===== src/rtl/noc_out_pkg.sv =====
`default_nettype none
// +----------------------------------------------------------------------+
// | noc_out_pkg : flit type codes and lock-stage state encoding          |
// | Rev 1.0                                                              |
// +----------------------------------------------------------------------+
package noc_out_pkg;

  localparam int FLIT_TYPE_W = 2;

  typedef enum logic [FLIT_TYPE_W-1:0] {
    HEAD     = 2'b00,
    BODY     = 2'b01,
    TAIL     = 2'b10,
    HEADTAIL = 2'b11
  } flit_type_t;

  typedef enum logic [0:0] {
    IDLE   = 1'b0,
    LOCKED = 1'b1
  } lock_state_t;

  // The type field occupies the top FLIT_TYPE_W bits of every flit.
  function automatic int type_lsb(input int flit_w);
    return flit_w - FLIT_TYPE_W;
  endfunction

  function automatic logic starts_packet(input flit_type_t t);
    return (t == HEAD) || (t == HEADTAIL);
  endfunction

endpackage
`default_nettype wire


===== src/rtl/noc_out_reg.sv =====
`default_nettype none
// +----------------------------------------------------------------------+
// | noc_out_reg : one-entry valid/ready pipeline register                |
// | Rev 1.0                                                              |
// +----------------------------------------------------------------------+
module noc_out_reg #(
  parameter int WIDTH = 34
) (
  input  logic             clk,
  input  logic             arst_n,
  input  logic             in_valid,
  input  logic [WIDTH-1:0] in_data,
  output logic             in_ready,
  output logic             out_valid,
  output logic [WIDTH-1:0] out_data,
  input  logic             out_ready
);

  // Loading is allowed while the current entry drains in the same cycle.
  assign in_ready = !out_valid || out_ready;

  always_ff @(posedge clk) begin
    if (!arst_n) begin
      out_valid <= 1'b0;
      out_data  <= '0;
    end else if (in_ready) begin
      out_valid <= in_valid;
      if (in_valid) begin
        out_data <= in_data;
      end
    end
  end

endmodule
`default_nettype wire


===== src/rtl/noc_out_lock.sv =====
`default_nettype none
// +----------------------------------------------------------------------+
// | noc_out_lock : wormhole output-port lock stage with one output slot; |
// | optional lock watchdog enabled by NOC_OUT_LOCK_WDOG_EN.   Rev 1.0    |
// +----------------------------------------------------------------------+
module noc_out_lock
  import noc_out_pkg::*;
#(
  parameter int N_IN     = 2,
  parameter int FLIT_W   = 34,
  parameter int WDOG_CYC = 255
) (
  input  logic                   clk,
  input  logic                   arst_n,
  input  logic [N_IN-1:0]        in_valid_i,
  input  logic [N_IN*FLIT_W-1:0] in_flit_i,
  output logic [N_IN-1:0]        in_ready_o,
  output logic [N_IN-1:0]        req_o,
  input  logic [N_IN-1:0]        grant_i,
  output logic                   update_o,
  output logic                   out_valid_o,
  output logic [FLIT_W-1:0]      out_flit_o,
  input  logic                   out_ready_i,
  output logic                   err_o
);

  localparam int              SEL_W     = (N_IN > 1) ? $clog2(N_IN) : 1;
  localparam int              TYPE_LSB  = type_lsb(FLIT_W);
  localparam logic [N_IN-1:0] GRANT_ONE = N_IN'(1);

  generate
    if (WDOG_CYC < 1 || WDOG_CYC > 65535) begin : g_wdog_range_err
      $error("noc_out_lock: WDOG_CYC must be within 1..65535");
    end
  endgenerate

  lock_state_t       state;
  logic [SEL_W-1:0]  sel;
  logic              slot_free;
  logic              accept;
  logic [SEL_W-1:0]  acc_idx;
  logic [FLIT_W-1:0] load_flit;
  logic              grant_onehot;
  logic [SEL_W-1:0]  grant_idx;

  logic [FLIT_W-1:0] flit  [N_IN];
  flit_type_t        ftype [N_IN];

  generate
    for (genvar i = 0; i < N_IN; i++) begin : g_in
      assign flit[i]  = in_flit_i[i*FLIT_W +: FLIT_W];
      assign ftype[i] = flit_type_t'(flit[i][TYPE_LSB +: FLIT_TYPE_W]);
    end
  endgenerate

  always_comb begin
    grant_onehot = (grant_i != '0) && ((grant_i & (grant_i - GRANT_ONE)) == '0);
    grant_idx    = '0;
    for (int i = 0; i < N_IN; i++) begin
      if (grant_i[i]) begin
        grant_idx = SEL_W'(i);
      end
    end
  end

`ifdef NOC_OUT_LOCK_WDOG_EN
  localparam logic [15:0] WDOG_LAST = 16'(WDOG_CYC - 1);

  logic [15:0] wdog_cnt;
  logic        wdog_fire;
  logic        err_q;

  // Fires on the idle cycle that would bring the stall count to WDOG_CYC.
  assign wdog_fire = (state == LOCKED) && !in_valid_i[sel] && (wdog_cnt == WDOG_LAST);

  always_ff @(posedge clk) begin
    if (!arst_n) begin
      wdog_cnt <= '0;
      err_q    <= 1'b0;
    end else begin
      if (state != LOCKED || accept || wdog_fire) begin
        wdog_cnt <= '0;
      end else if (!in_valid_i[sel]) begin
        wdog_cnt <= wdog_cnt + 16'd1;
      end
      if (wdog_fire) begin
        err_q <= 1'b1;
      end
    end
  end

  assign err_o = err_q;
`else
  assign err_o = 1'b0;
`endif

  always_comb begin
    req_o      = '0;
    in_ready_o = '0;
    update_o   = 1'b0;
    accept     = 1'b0;
    acc_idx    = sel;
    if (arst_n) begin
      case (state)
        IDLE: begin
          for (int i = 0; i < N_IN; i++) begin
            req_o[i] = in_valid_i[i] && starts_packet(ftype[i]);
          end
          if (grant_onehot && ((grant_i & req_o) != '0) && slot_free) begin
            in_ready_o = grant_i;
            accept     = 1'b1;
            acc_idx    = grant_idx;
            update_o   = (ftype[grant_idx] == HEADTAIL);
          end
        end
        LOCKED: begin
`ifdef NOC_OUT_LOCK_WDOG_EN
          if (wdog_fire) begin
            update_o = 1'b1;
          end else
`endif
          begin
            // A stray HEAD/HEADTAIL here is forwarded as if it were BODY.
            in_ready_o[sel] = slot_free;
            if (in_valid_i[sel] && slot_free) begin
              accept   = 1'b1;
              update_o = (ftype[sel] == TAIL);
            end
          end
        end
        default: ;
      endcase
    end
  end

  assign load_flit = flit[acc_idx];

  // Every update pulse ends a lock (or a single-flit packet); a plain HEAD starts one.
  always_ff @(posedge clk) begin
    if (!arst_n) begin
      state <= IDLE;
      sel   <= '0;
    end else if (update_o) begin
      state <= IDLE;
    end else if (accept && state == IDLE) begin
      state <= LOCKED;
      sel   <= acc_idx;
    end
  end

  noc_out_reg #(
    .WIDTH (FLIT_W)
  ) u_out_reg (
    .clk       (clk),
    .arst_n    (arst_n),
    .in_valid  (accept),
    .in_data   (load_flit),
    .in_ready  (slot_free),
    .out_valid (out_valid_o),
    .out_data  (out_flit_o),
    .out_ready (out_ready_i)
  );

endmodule
`default_nettype wire

===== config.mk =====
export PLATFORM = sky130hd
export DESIGN_NAME = noc_out_lock
export DESIGN_NICKNAME = d
export VERILOG_FILES = /design/src/rtl/noc_out_pkg.sv /design/src/rtl/noc_out_reg.sv /design/src/rtl/noc_out_lock.sv
export SDC_FILE = /design/constraint.sdc
export NUM_CORES = 1
export LEC_CHECK = 0
export ABC_AREA = 0
export CAP_MARGIN = 20
export CORE_MARGIN = 2
export CORE_UTILIZATION = 36
export DETAILED_ROUTE_END_ITERATION = 12
export PLACE_DENSITY_LB_ADDON = 0.3
export SLEW_MARGIN = 20
export SYNTH_ARGS = -nofsm -noshare
export SYNTH_HDL_FRONTEND = slang
export SYNTH_SLANG_ARGS = --single-unit

===== constraint.sdc =====
create_clock -name clk -period 3.1 [get_ports clk]
set_input_delay 0.93 -clock clk [delete_from_list [all_inputs] [get_ports clk]]
set_output_delay 0.93 -clock clk [all_outputs]
set_load 0.05 [all_outputs]

## Word level (Yosys, flattened, before mapping)

Cells that the tools add are included.

| storage, ports and cells | value |
|---|---|
| logic and storage cells | 73 |
| register bits | 37 |
| input port bits | 75 |
| output and inout port bits | 41 |

| cells by class | value |
|---|---|
| magnitude comparators | 5 |
| eq/ne operators | 4 |
| reduce and logical (&&, ||, !) cells | 20 |
| bitwise operators | 9 |
| muxes and demuxes | 30 |
| $add $sub $neg | 1 |

Operators with widths:

| kind | count |
|---|---|
| 2-to-1 mux 34 bit | 3 |
| 2-to-1 mux 2 bit | 10 |
| 2-to-1 mux 1 bit | 13 |
| equality test 2 bit (second input constant) | 4 |
| logical AND 1 bit | 8 |
| bitwise AND 2 bit | 3 |
| greater-or-equal comparator 2 bit (second input constant) | 3 |
| zero test 2 bit | 3 |
| NOT 1 -> 2 bit | 3 |
| one-hot mux 1 bit (2 select lines) | 2 |
| one-hot mux 2 bit (2 select lines) | 1 |
| AND reduction 2 bit | 2 |
| nonzero test 2 bit | 2 |
| logical OR 1 bit | 3 |
| NOT 1 bit | 3 |
| less-than comparator 1 x 2 -> 1 bit (second input constant) | 1 |
| OR reduction 2 bit | 1 |
| subtractor 2 x 1 -> 2 bit (second input constant) | 1 |
| demux 1 bit (select 1 bit) | 1 |
| greater-or-equal comparator 1 bit (second input constant) | 1 |
| zero test 1 bit | 1 |

## Logic depth before layout (Yosys ltp)

Gate-level depths: netlist of the first run.

| logic depth | value |
|---|---|
| depth after elaboration | 14 |
| mapped depth | 7 |
| depth with buffers taken out | 6 |

## Hierarchy

From an unflattened synthesis of the first run, not the netlist that was laid out.

| unflattened totals | value |
|---|---|
| cells, all modules | 237 |
| area total of the unflattened synthesis | 2202.1 um2 |

By module, submodules not included:

| module | sequential area each (um2) | cells an instance | area each (um2) | times used |
|---|---|---|---|---|
| noc_out_reg | 700.7 | 153 | 1436.4 | 1 |
| noc_out_lock | 40.0 | 84 | 765.7 | 1 |

## Least setup slack after synthesis of the first run

OpenSTA, ideal clock, no wires.

| path | value |
|---|---|
| kind | input to output |
| from | input port in_flit_i[33] |
| to | output port in_ready_o[0] |
| stages | 4 |
| required time | 2.170 ns |
| arrival | 2.746 ns |
| path slack | -0.576 ns |
| buffers on the path | 0 |
| cells stage by stage | xnor2_1 nand4b_1 mux2_2 nor3b_1 |

| between the ends | value |
|---|---|
| cells in the longest elaborated chain, start to end | 10 |
| elaborated cells on any way between the ends | 11 |
| classes of those cells | eq/ne: 1; mux: 3; bitwise: 1; reduce/logical: 6 |

RTL lines:

| item | line | RTL |
|---|---|---|
| from (decl) | noc_out_lock.sv:16 | `input logic [N_IN*FLIT_W-1:0] in_flit_i,` |
| equality test 2 bit or zero test 2 bit (tied branches) | noc_out_pkg.sv:28 | `return (t == HEAD) \|\| (t == HEADTAIL);` |
| logical OR 1 bit (*) | noc_out_pkg.sv:28 |  |
| logical AND 1 bit (*) | noc_out_lock.sv:107 | `req_o[i] = in_valid_i[i] && starts_packet(ftype[i]);` |
| bitwise AND 2 bit (*) | noc_out_lock.sv:109 | `if (grant_onehot && ((grant_i & req_o) != '0) && slot_free) begin` |
| nonzero test 2 bit (*) | noc_out_lock.sv:109 |  |
| logical AND 1 bit (*) (2 in a row) | noc_out_lock.sv:109 |  |
| 2-to-1 mux 2 bit (*) | noc_out_lock.sv:109 |  |
| one-hot mux 2 bit (2 select lines) (*) | noc_out_lock.sv:104 | `case (state)` |
| 2-to-1 mux 2 bit (*) | noc_out_lock.sv:103 | `if (arst_n) begin` |
| to (decl) | noc_out_lock.sv:17 | `output logic [N_IN-1:0] in_ready_o,` |

Every way passes the cells marked *; elsewhere a longest branch is shown, timed or not.

## Final worst setup path of the first run

| path | value |
|---|---|
| from | input port grant_i[0] |
| to | output port in_ready_o[1] |

| between the ends | value |
|---|---|
| cells in the longest elaborated chain, start to end | 9 |
| elaborated cells on any way between the ends | 12 |
| classes of those cells | add/sub: 1; mux: 3; bitwise: 2; reduce/logical: 6 |

RTL lines:

| item | line | RTL |
|---|---|---|
| from (decl) | noc_out_lock.sv:19 | `input logic [N_IN-1:0] grant_i,` |
| subtractor 2 x 1 -> 2 bit | noc_out_lock.sv:57 | `grant_onehot = (grant_i != '0) && ((grant_i & (grant_i - GRANT_ONE)) == '0);` |
| bitwise AND 2 bit | noc_out_lock.sv:57 |  |
| zero test 2 bit | noc_out_lock.sv:57 |  |
| logical AND 1 bit | noc_out_lock.sv:57 |  |
| logical AND 1 bit (*) (2 in a row) | noc_out_lock.sv:109 |  |
| 2-to-1 mux 2 bit (*) | noc_out_lock.sv:109 |  |
| one-hot mux 2 bit (2 select lines) (*) | noc_out_lock.sv:104 |  |
| 2-to-1 mux 2 bit (*) | noc_out_lock.sv:103 |  |

Marks and branches as above.

==> results.md, run 1 <==
- Status: finished clean
- Fmax: 329 MHz
- Endpoints failing setup: 0
- Power Internal: 870 uW
- Synth cell count leaders: dfxtp_1, mux2i_1, nand2_1
- Worst setup EP type: primary output
- Count of final hold-check violations: 0
- Max cap viols: 0
- Layout net count: 397
- Top cell type's share of synthesized area: 42.8%
- Start point of the critical path: grant_i[0]
- Setup crit start kind: input port
- Root buffer cell: clkbuf_8
- Grt total ovfl: 0
- First-pass GRT wire length: 7.91 mm
- Core area: 4690 sq um
- Cells along the critical path: dlygate4sd2_1, nand4b_1, a21oi_2, o21ai_4, nor3_4, buf_12
- Port Buffers: 114
- Post-Route WL: 4.82 mm
- CP delay by family, top: simple AND/OR/NAND/NOR gates
- Cell Rows: 25
- Htree depth: 2
- Worst Tran Pin Value: 0.582 ns
- RR Endpoint: u_out_reg.out_data[4]
- Hold slack final: 0.446 ns
- Iteration-0 DRC count of the detailed router: 61
- Mapped Nets: 263
- Via count: 1833
- Mapped Avg Cell Area: 9.20 sq um
- Post-synthesis sequential area ratio: 42.8%
- # fillers: 355
- Primary FF master, synth: dfxtp_1
- Worst hold start: u_out_reg.out_data[15]
- Reg2reg path depth: 8
- Worst-skew pair later-pin latency: 0.28 ns
- Worst Path Max Fanout: 3
- Post-synth top area cell: dfxtp_1
- Layout area overhead: 89.2%
- Library cells used by synthesis: 29
- GRT Util Overall: 18.7%
- Slowest cell delay on critical path: 0.24 ns
- Crit-path slowest cell: dlygate4sd2_1
- Post-synth ARST share: 0%
- Period utilization: 98.1%
- Largest cells by area after synthesis: dfxtp_1, mux2i_1, o21ai_1
- Vias in the first global route: 1782
- Final Util: 69.7%
- Drt first pass iters: 4
- Post-route antenna net violation count: 0
- Clock Sinks: 37
- Maximum clock path buffer count: 2
- WP data arrival: 2.11 ns
- Switching power: 398 uW
- PD cells: 387 nW/um^2
- Antenna violations before repair: 0
- Post-CTS Hold Fix Bufs: 0
- Clock Skews: 0.00816 ns
- Die area: 5370 sq um
- Buf+Inv Stages, Crit Path: 2
- RSZ-0062 raised after global routing: no
- DP HPWL: 3.73 mm
- Register area: 741 sq um
- Number of buffers created by CTS: 5
- Post-DR wirelength/cell: 12.8 um
- Mapped Cells: 188
- DR DRC count: 0
- Sw Share: 31.4%
- Setup TNS: 0 ns
- Crit path time final: 3.04 ns
- Yosys warns: 0
- Reg clk slew, reported paths: 0.07 ns
- GPL Wtd Cong: 0.785
- Die span in x: 73.3 um
- #FFs+latches synth: 37
- Mapped Area: 1730 sq um
- Number of synthesized flops with an enable pin: 0
- Via/cell ratio: 4.88
- FF-to-FF Start: u_out_reg.out_valid
- Area of the multi-input gates: 993 sq um
- Share of cells above drive strength 1: 17.1%
- Critical path destination: in_ready_o[1]
- Part of the power in combinational logic: 33.9%
- Worst R2R Setup Slack: 0.96 ns
- Slew headroom: 61.2%
- Clk network pwr share: 24.9%
- Pin count of the biggest net entering global routing: 28
- Static Leak: 0.00144 uW
- Critical path class: in2out
- Worst hold path class: reg2reg
- Die height: 73.3 um
- Initial Utilization: 36.9%
- Worst path depth: 6
- Antenna cell count: 0
- CTS tree: yes
- Max Slew Vio Count: 0
- Peak supply drop: 0.000277 V
- Critical Path RT: 2.17 ns
- Seq pwr share: 41.3%
- Boundary Pins: 116
==> power by group through the flow <==
stage | Sequential, uW | Combinational (uW) | Clock (uW)
2_1_floorplan | 631 | 119 | 0
3_3_place_gp | 531 | 421 | 0
3_5_place_dp | 533 | 424 | 0
4_1_cts | 523 | 429 | 325
5_1_grt | 527 | 455 | 344
6_report | 523 | 429 | 316
==> layout by cell type (no fill, tap or decap), drive strengths merged <==
master	count
clkdlybuf4s15	1
buf	34
clkdlybuf4s50	100
nor2b	3
dfxtp	37
clkbuf	6
and2b	1
nor3	1
a211oi	2
nand2	36
mux2i	38
nor2	3
nor3b	3
dlygate4sd2	4
conb	1
nand2b	2
clkinv	1
o31a	1
nand4b	2
a21oi	3
mux2	1
nand3	1
o21ai	37
nand3b	2
xnor2	2
==> how the worst min path moves through the flow <==
stage / to / slack [ns] / cells after the start
2_1_floorplan: sel / 0.65 / 3
3_3_place_gp: u_out_reg.out_data[15] / 0.43 / 2
3_5_place_dp: u_out_reg.out_data[15] / 0.44 / 2
4_1_cts: u_out_reg.out_data[15] / 0.45 / 2
5_1_grt: u_out_reg.out_data[15] / 0.47 / 2
6_report: u_out_reg.out_data[15] / 0.45 / 2
==> registers in the layout, summed over array words and instances (netlist names) <==
| register | flops |
|---|---|
| sel | 1 |
| state | 1 |
| u_out_reg.out_data | 34 |
| u_out_reg.out_valid | 1 |
==> worst min-delay path, stage by stage, from the launching register on <==
cell	delay, ns
dfxtp_1	0.31
nand2_1	0.05
o21ai_1	0.05
==> through the flow <==
step | instance area [sq um] | cells | power, uW | worst slack [ns]
2_1_floorplan | 1760 | 188 | 751 | 0.0376
3_3_place_gp | 3140 | 365 | 952 | -0.335
3_5_place_dp | 3140 | 365 | 958 | -0.369
4_1_cts | 3260 | 375 | 1280 | 0.00888
5_1_grt | 3270 | 376 | 1330 | 0.000477
6_report | 3270 | 376 | 1270 | 0.0592
==> per-layer routing <==
metal / vias to the layer above / part of all wire (%) / GRT usage, %
met1: 835 / 41 / 21.0
met3: 4 / 11 / 7.41
met2: 74 / 48 / 33.2
met4: 0 / 0.66 / 4.24
met5: - / 0 / 0
li1: 920 / - / -
==> cell families after synthesis <==
kind of cell,Yosys count,share of synthesized area (%)
AOI/OAI and AO/OA,43,13.5
xor gates and xnor gates,2,1.01
buffers and inverters,12,4.27
DFF,37,42.8
muxes,39,23.4
other,1,0.217
and+or+nand+nor,54,14.8
==> area by class of cell <==
cell class	instances	area share [%]
Timing Repair Buffer	139	42.4
Multi-Input combinational cell	139	30.4
Sequential cell	37	22.6
Clock buffer	6	2.22
Tap cell	54	2.07
Clock inverter	1	0.268
==> repair_timing <==
item | CTS | global route
endpoints found under the setup margin | 11 | 2
pin swaps | 8 | 7
buffers inserted | 3 | 0
resized for setup | 27 | 4
Power figures use the tool's default switching activity.
==> inputs of run 2 (changes only) <==
--- a/config.mk
+++ b/config.mk
@@ -9,6 +9,7 @@
 export CAP_MARGIN = 20
 export CORE_MARGIN = 2
 export CORE_UTILIZATION = 36
+export CTS_BUF_LIST = sky130_fd_sc_hd__clkbuf_16
 export DETAILED_ROUTE_END_ITERATION = 12
 export PLACE_DENSITY_LB_ADDON = 0.3
 export SLEW_MARGIN = 20
==> results.md, run 2 (synthesized netlist as in run 1, its figures left out) <==
- Crit path time final: 3.04 ns (-0.000574 ns)
- GPL Wtd Cong: 0.785 (unchanged)
- Worst Path Max Fanout: 3 (unchanged)
- Static Leak: 0.00147 uW (+2.1%)
- Maximum clock path buffer count: 2 (unchanged)
- Share of cells above drive strength 1: 17.1% (unchanged)
- PD cells: 426 nW/um^2 (+10%)
- Die height: 73.3 um (unchanged)
- Critical path class: in2out
- Number of buffers created by CTS: 5 (unchanged)
- Iteration-0 DRC count of the detailed router: 73 (+20%)
- Die area: 5370 sq um (unchanged)
- Peak supply drop: 0.000308 V (+11%)
- Most frequent cells in the layout: clkdlybuf4s50_1, mux2i_1, dfxtp_1
- GRT Util Overall: 18.7% (+0.029 points)
- Die span in x: 73.3 um (unchanged)
- Reg clk slew, reported paths: 0.05 ns (-0.02 ns)
- Final Util: 70.9% (+1.2 points)
- Antenna violations before repair: 0 (unchanged)
- Hold endpoint: u_out_reg.out_data[15]
- DP HPWL: 3.73 mm (unchanged)
- Area of the multi-input gates: 993 sq um (unchanged)
- Worst hold path class: reg2reg
- Max cap viols: 0 (unchanged)
- DR DRC count: 0 (unchanged)
- Count of final hold-check violations: 0 (unchanged)
- Worst R2R Setup Slack: 0.95 ns (about the same)
- Endpoints failing setup: 0 (unchanged)
- WP data arrival: 2.11 ns (about the same)
- Worst setup EP type: primary output
- Cells along the critical path: dlygate4sd2_1, nand4b_1, a21oi_2, o21ai_4, nor3_4, buf_12
- Buf+Inv Stages, Crit Path: 2 (unchanged)
- Setup crit start kind: input port
- Clock Sinks: 37 (unchanged)
- Boundary Pins: 116 (unchanged)
- Core area: 4690 sq um (unchanged)
- Via/cell ratio: 4.88 (about the same)
- Critical Path RT: 2.17 ns (about the same)
- Largest Register: u_out_reg.out_data
- RSZ-0062 raised after global routing: no
- RR Endpoint: u_out_reg.out_data[4]
- Commonest non-fill, non-tap cell in the layout: clkdlybuf4s50_1
- Post-place setup slack: -0.369 ns (unchanged)
- Via count: 1834 (+0.055%)
- Cell Rows: 25 (unchanged)
- CTS tree: yes
- Initial Utilization: 36.9% (unchanged)
- Root buffer cell: clkbuf_16
- Port Buffers: 114 (unchanged)
- Worst hold start: u_out_reg.out_data[15]
- First-pass GRT wire length: 7.94 mm (+0.27%)
- # fillers: 345 (-2.8%)
- Slowest cell delay on critical path: 0.24 ns (about the same)
- Post-DR wirelength/cell: 12.7 um (-0.50%)
- Antenna cell count: 0 (unchanged)
- Max Slew Vio Count: 0 (unchanged)
- Pin count of the biggest net entering global routing: 28 (unchanged)
- Crit-path slowest cell: dlygate4sd2_1
- Layout net count: 397 (unchanged)
- Drt first pass iters: 4 (unchanged)
- Post-CTS Hold Fix Bufs: 0 (unchanged)
- Layout area overhead: 92.5%
- Fmax: 329 MHz (about the same)
- Post-Route WL: 4.79 mm (-0.50%)
- Hold Path Stages: 2 (unchanged)
- Vias in the first global route: 1785 (+0.17%)
- Status: finished clean
- FF-to-FF Start: u_out_reg.out_valid
- Htree depth: 2 (unchanged)
- Post-route setup slack: 0.0598 ns (+0.000574 ns)
- Period utilization: 98.1% (about the same)
- Register area: 741 sq um (unchanged)
- CP delay by family, top: simple AND/OR/NAND/NOR gates
- Grt total ovfl: 0 (unchanged)
- Largest register FFs: 34 (unchanged)
- Reg2reg path depth: 8 (unchanged)
- Clock Skews: 0.00450 ns (-0.00366 ns)
- Post-route antenna net violation count: 0 (unchanged)
- Worst-skew pair later-pin latency: 0.27 ns (about the same)
- Slew headroom: 61.0% (-0.18 points)
- Worst Tran Pin Value: 0.585 ns (+0.00267 ns)
run 2: how the worst max path moves through the flow:
stage | cells past startpoint | startpoint | endpoint
2_1_floorplan | 5 | out_ready_i | in_ready_o[1]
3_3_place_gp | 7 | in_flit_i[33] | in_ready_o[1]
3_5_place_dp | 10 | in_flit_i[33] | u_out_reg.out_data[27]
4_1_cts | 6 | grant_i[1] | in_ready_o[1]
5_1_grt | 7 | in_flit_i[32] | in_ready_o[1]
6_report | 6 | grant_i[0] | in_ready_o[1]
run 2: through the flow:
step | cell area, sq um | TNS [ns] | std cells | hold WS (ns) | total power [uW]
2_1_floorplan | 1760 | 0 | 188 | 0.652 | 751
3_3_place_gp | 3140 | -6.38 | 365 | 0.434 | 952
3_5_place_dp | 3140 | -7.33 | 365 | 0.440 | 958
4_1_cts | 3320 | 0 | 375 | 0.447 | 1430
5_1_grt | 3330 | 0 | 376 | 0.464 | 1480
6_report | 3330 | 0 | 376 | 0.443 | 1420
run 2: worst register-to-register path: stages, from the launching register on:
cell	delay, ns
dfxtp_1	0.30
and2b_2	0.23
buf_4	0.14
buf_4	0.12
a211oi_2	0.29
mux2i_4	0.35
buf_12	0.21
mux2i_1	0.26
o21ai_0	0.11
run 2: layout make-up:
type / count / share of cell area, %
repair buffers: 139 / 41.7
multi-input cells: 139 / 29.8
flip-flops and latches: 37 / 22.3
clock buffers: 5 / 3.76
well taps: 54 / 2.03
clock inverters: 2 / 0.376
run 2: power by group:
| part | switching, uW | internal, uW |
|---|---|---|
| combinational | 220 | 209 |
| sequential | 17.3 | 506 |
| clock | 175 | 291 |
| total | 412 | 1010 |
run 2: repair_timing:
item                                    4_1_cts  5_1_grt
pin swaps                                     8        7
endpoints found under the setup margin       11        2
resized for setup                            27        4
setup buffers                                 3        0
run 2: per-layer routing:
| metal | GRT usage (%) | share of wire, % | vias up |
|---|---|---|---|
| li1 | - | - | 923 |
| met3 | 7.41 | 10 | 2 |
| met5 | 0 | 0 | - |
| met1 | 21.0 | 41 | 836 |
| met2 | 33.3 | 49 | 73 |
| met4 | 4.24 | 0.40 | 0 |
==> inputs of run 3 (changes only) <==
--- a/config.mk
+++ b/config.mk
@@ -12,6 +12,7 @@
 export CTS_BUF_LIST = sky130_fd_sc_hd__clkbuf_16
 export DETAILED_ROUTE_END_ITERATION = 12
 export PLACE_DENSITY_LB_ADDON = 0.3
+export REMOVE_ABC_BUFFERS = 1
 export SLEW_MARGIN = 20
 export SYNTH_ARGS = -nofsm -noshare
 export SYNTH_HDL_FRONTEND = slang
==> results.md, run 3 (synthesized netlist as in run 1, its figures left out) <==
- Status: finished clean
- Clock Skews: 0.00162 ns (-0.00288 ns)
- Peak supply drop: 0.000327 V (+6.3%)
- Cell Rows: 25 (unchanged)
- Via count: 1882 (+2.6%)
- CTS tree: yes
- Max cap viols: 0 (unchanged)
- Post-layout power: 1520 uW (+7.3%)
- Grt total ovfl: 0 (unchanged)
- Placed insts: 365 (unchanged)
- Initial Utilization: 36.9% (unchanged)
- Hold slack final: 0.443 ns (-0.000319 ns)
- Worst Path Max Fanout: 3 (unchanged)
- Pin count of the biggest net entering global routing: 29 (+3.6%)
- Critical Path RT: 3.30 ns (+1.13 ns)
- Port Buffers: 114 (unchanged)
- WP data arrival: 3.28 ns (+1.17 ns)
- Boundary Pins: 116 (unchanged)
- Max Slew Vio Count: 0 (unchanged)
- Post-route setup slack: 0.0268 ns (-0.0330 ns)
- Most frequent cells in the layout: clkdlybuf4s50_1, buf_4, mux2i_1, dfxtp_1, nand2_1
- Vias in the first global route: 1900 (+6.4%)
- Largest Register: u_out_reg.out_data
- Htree depth: 2 (unchanged)
- Share of cells above drive strength 1: 22.1% (+5.0 points)
- Maximum clock path buffer count: 2 (unchanged)
- Post-DR wirelength/cell: 13.9 um (+8.9%)
- Post-Route WL: 5.47 mm (+14%)
- Worst-skew pair later-pin latency: 0.27 ns (about the same)
- Post-place setup slack: -0.348 ns (+0.0214 ns)
- Worst hold path class: reg2reg
- Commonest non-fill, non-tap cell in the layout: clkdlybuf4s50_1
- Clock Sinks: 37 (unchanged)
- Drt first pass iters: 4 (unchanged)
- Antenna cell count: 0 (unchanged)
- Die height: 73.3 um (unchanged)
- Layout area overhead: 100%
- GRT Util Overall: 20.4% (+1.6 points)
- Setup crit start kind: input port
- Via/cell ratio: 4.78 (-2.1%)
- Core area: 4690 sq um (unchanged)
- Slew headroom: 61.8% (+0.78 points)
- Final std cells w/o fill: 394 (+4.8%)
- Layout net count: 414 (+4.3%)
- Worst setup EP type: flip-flop
- GPL Wtd Cong: 0.824 (+4.9%)
- Iteration-0 DRC count of the detailed router: 112 (+53%)
- Post-CTS Hold Fix Bufs: 0 (unchanged)
- Post-route antenna net violation count: 0 (unchanged)
- Die area: 5370 sq um (unchanged)
- First-pass GRT wire length: 8.45 mm (+6.5%)
- Number of buffers created by CTS: 5 (unchanged)
- Critical path class: in2reg
- PD cells: 439 nW/um^2 (+3.1%)
- Largest register FFs: 34 (unchanged)
- Crit path time final: 3.07 ns (+0.0330 ns)
- Period utilization: 99.1% (+1.1 points)
- Endpoints failing setup: 0 (unchanged)
- Reg clk slew, reported paths: 0.05 ns (about the same)
- Count of final hold-check violations: 0 (unchanged)
- Root buffer cell: clkbuf_16
- Worst Tran Pin Value: 0.573 ns (-0.0117 ns)
- Antenna violations before repair: 0 (unchanged)
- DP HPWL: 3.74 mm (+0.29%)
- Static Leak: 0.00156 uW (+5.7%)
- Die span in x: 73.3 um (unchanged)
- DR DRC count: 0 (unchanged)
- Fmax: 325 MHz (-1.1%)
- Setup TNS: 0 ns (unchanged)
-- run 3: cell types whose count changed in the layout (fill, tap and decap cells not counted), moves of 2 or more --
cell	previous run	this run
buf_4	22	39
dlygate4sd2_1	4	2
nor2_1	2	0
nor2_2	0	3
-- run 3: worst max-delay path, stage by stage --
cell and delay, ns:
buf_6 0.10, xnor2_2 0.19, nand4b_1 0.18, a21oi_2 0.19, o21ai_2 0.09, buf_4 0.15, buf_4 0.12, buf_4 0.12
buf_4 0.12, buf_4 0.13, buf_4 0.13, buf_4 0.12, buf_4 0.12, buf_4 0.13, buf_4 0.13, buf_4 0.12
buf_4 0.12, nor2b_1 0.10
-- run 3: path summary, 6_finish.rpt --
kind / startpoint / endpoint / slack (ns) / cells past startpoint
max reg2reg: u_out_reg.out_valid / state / 0.69 / 16
max: in_flit_i[67] / state / 0.03 / 18
min: u_out_reg.out_data[31] / u_out_reg.out_data[31] / 0.44 / 2
min reg2reg: u_out_reg.out_data[31] / u_out_reg.out_data[31] / 0.44 / 2
-- run 3: final cells by class --
type	count	area [sq um]
clock inverter	3	37.5
tap	54	67.6
timing repair buffer	156	1520
multi-input combinational	139	973
clock buffer	5	125
fill	341	1230
sequential	37	741
-- run 3: metal layers --
| metal | GRT usage [%] | part of all wire, % | vias up |
|---|---|---|---|
| li1 | - | - | 951 |
| met1 | 22.5 | 38 | 850 |
| met2 | 36.0 | 52 | 73 |
| met3 | 7.27 | 7.9 | 8 |
| met4 | 7.07 | 1.6 | 0 |
| met5 | 0 | 0 | - |
-- run 3: repair_timing --
item	in CTS	in global routing
buffers inserted	17	3
pin swaps	10	7
endpoints found under the setup margin	10	4
gates resized for setup	31	11
-- run 3: metrics by stage --
step,cell area (sq um),utilization [%]
finish,3460,73.8
floorplan,1660,-
CTS,3420,72.8
detailed placement,3100,66.1
global placement,3100,66.1
global route,3460,73.8
-- run 3: power breakdown --
group	switching, uW	total (uW)	internal (uW)
Clock	171	544	373
Combinational	229	454	226
Sequential	17.1	524	507
Total	417	1520	1110
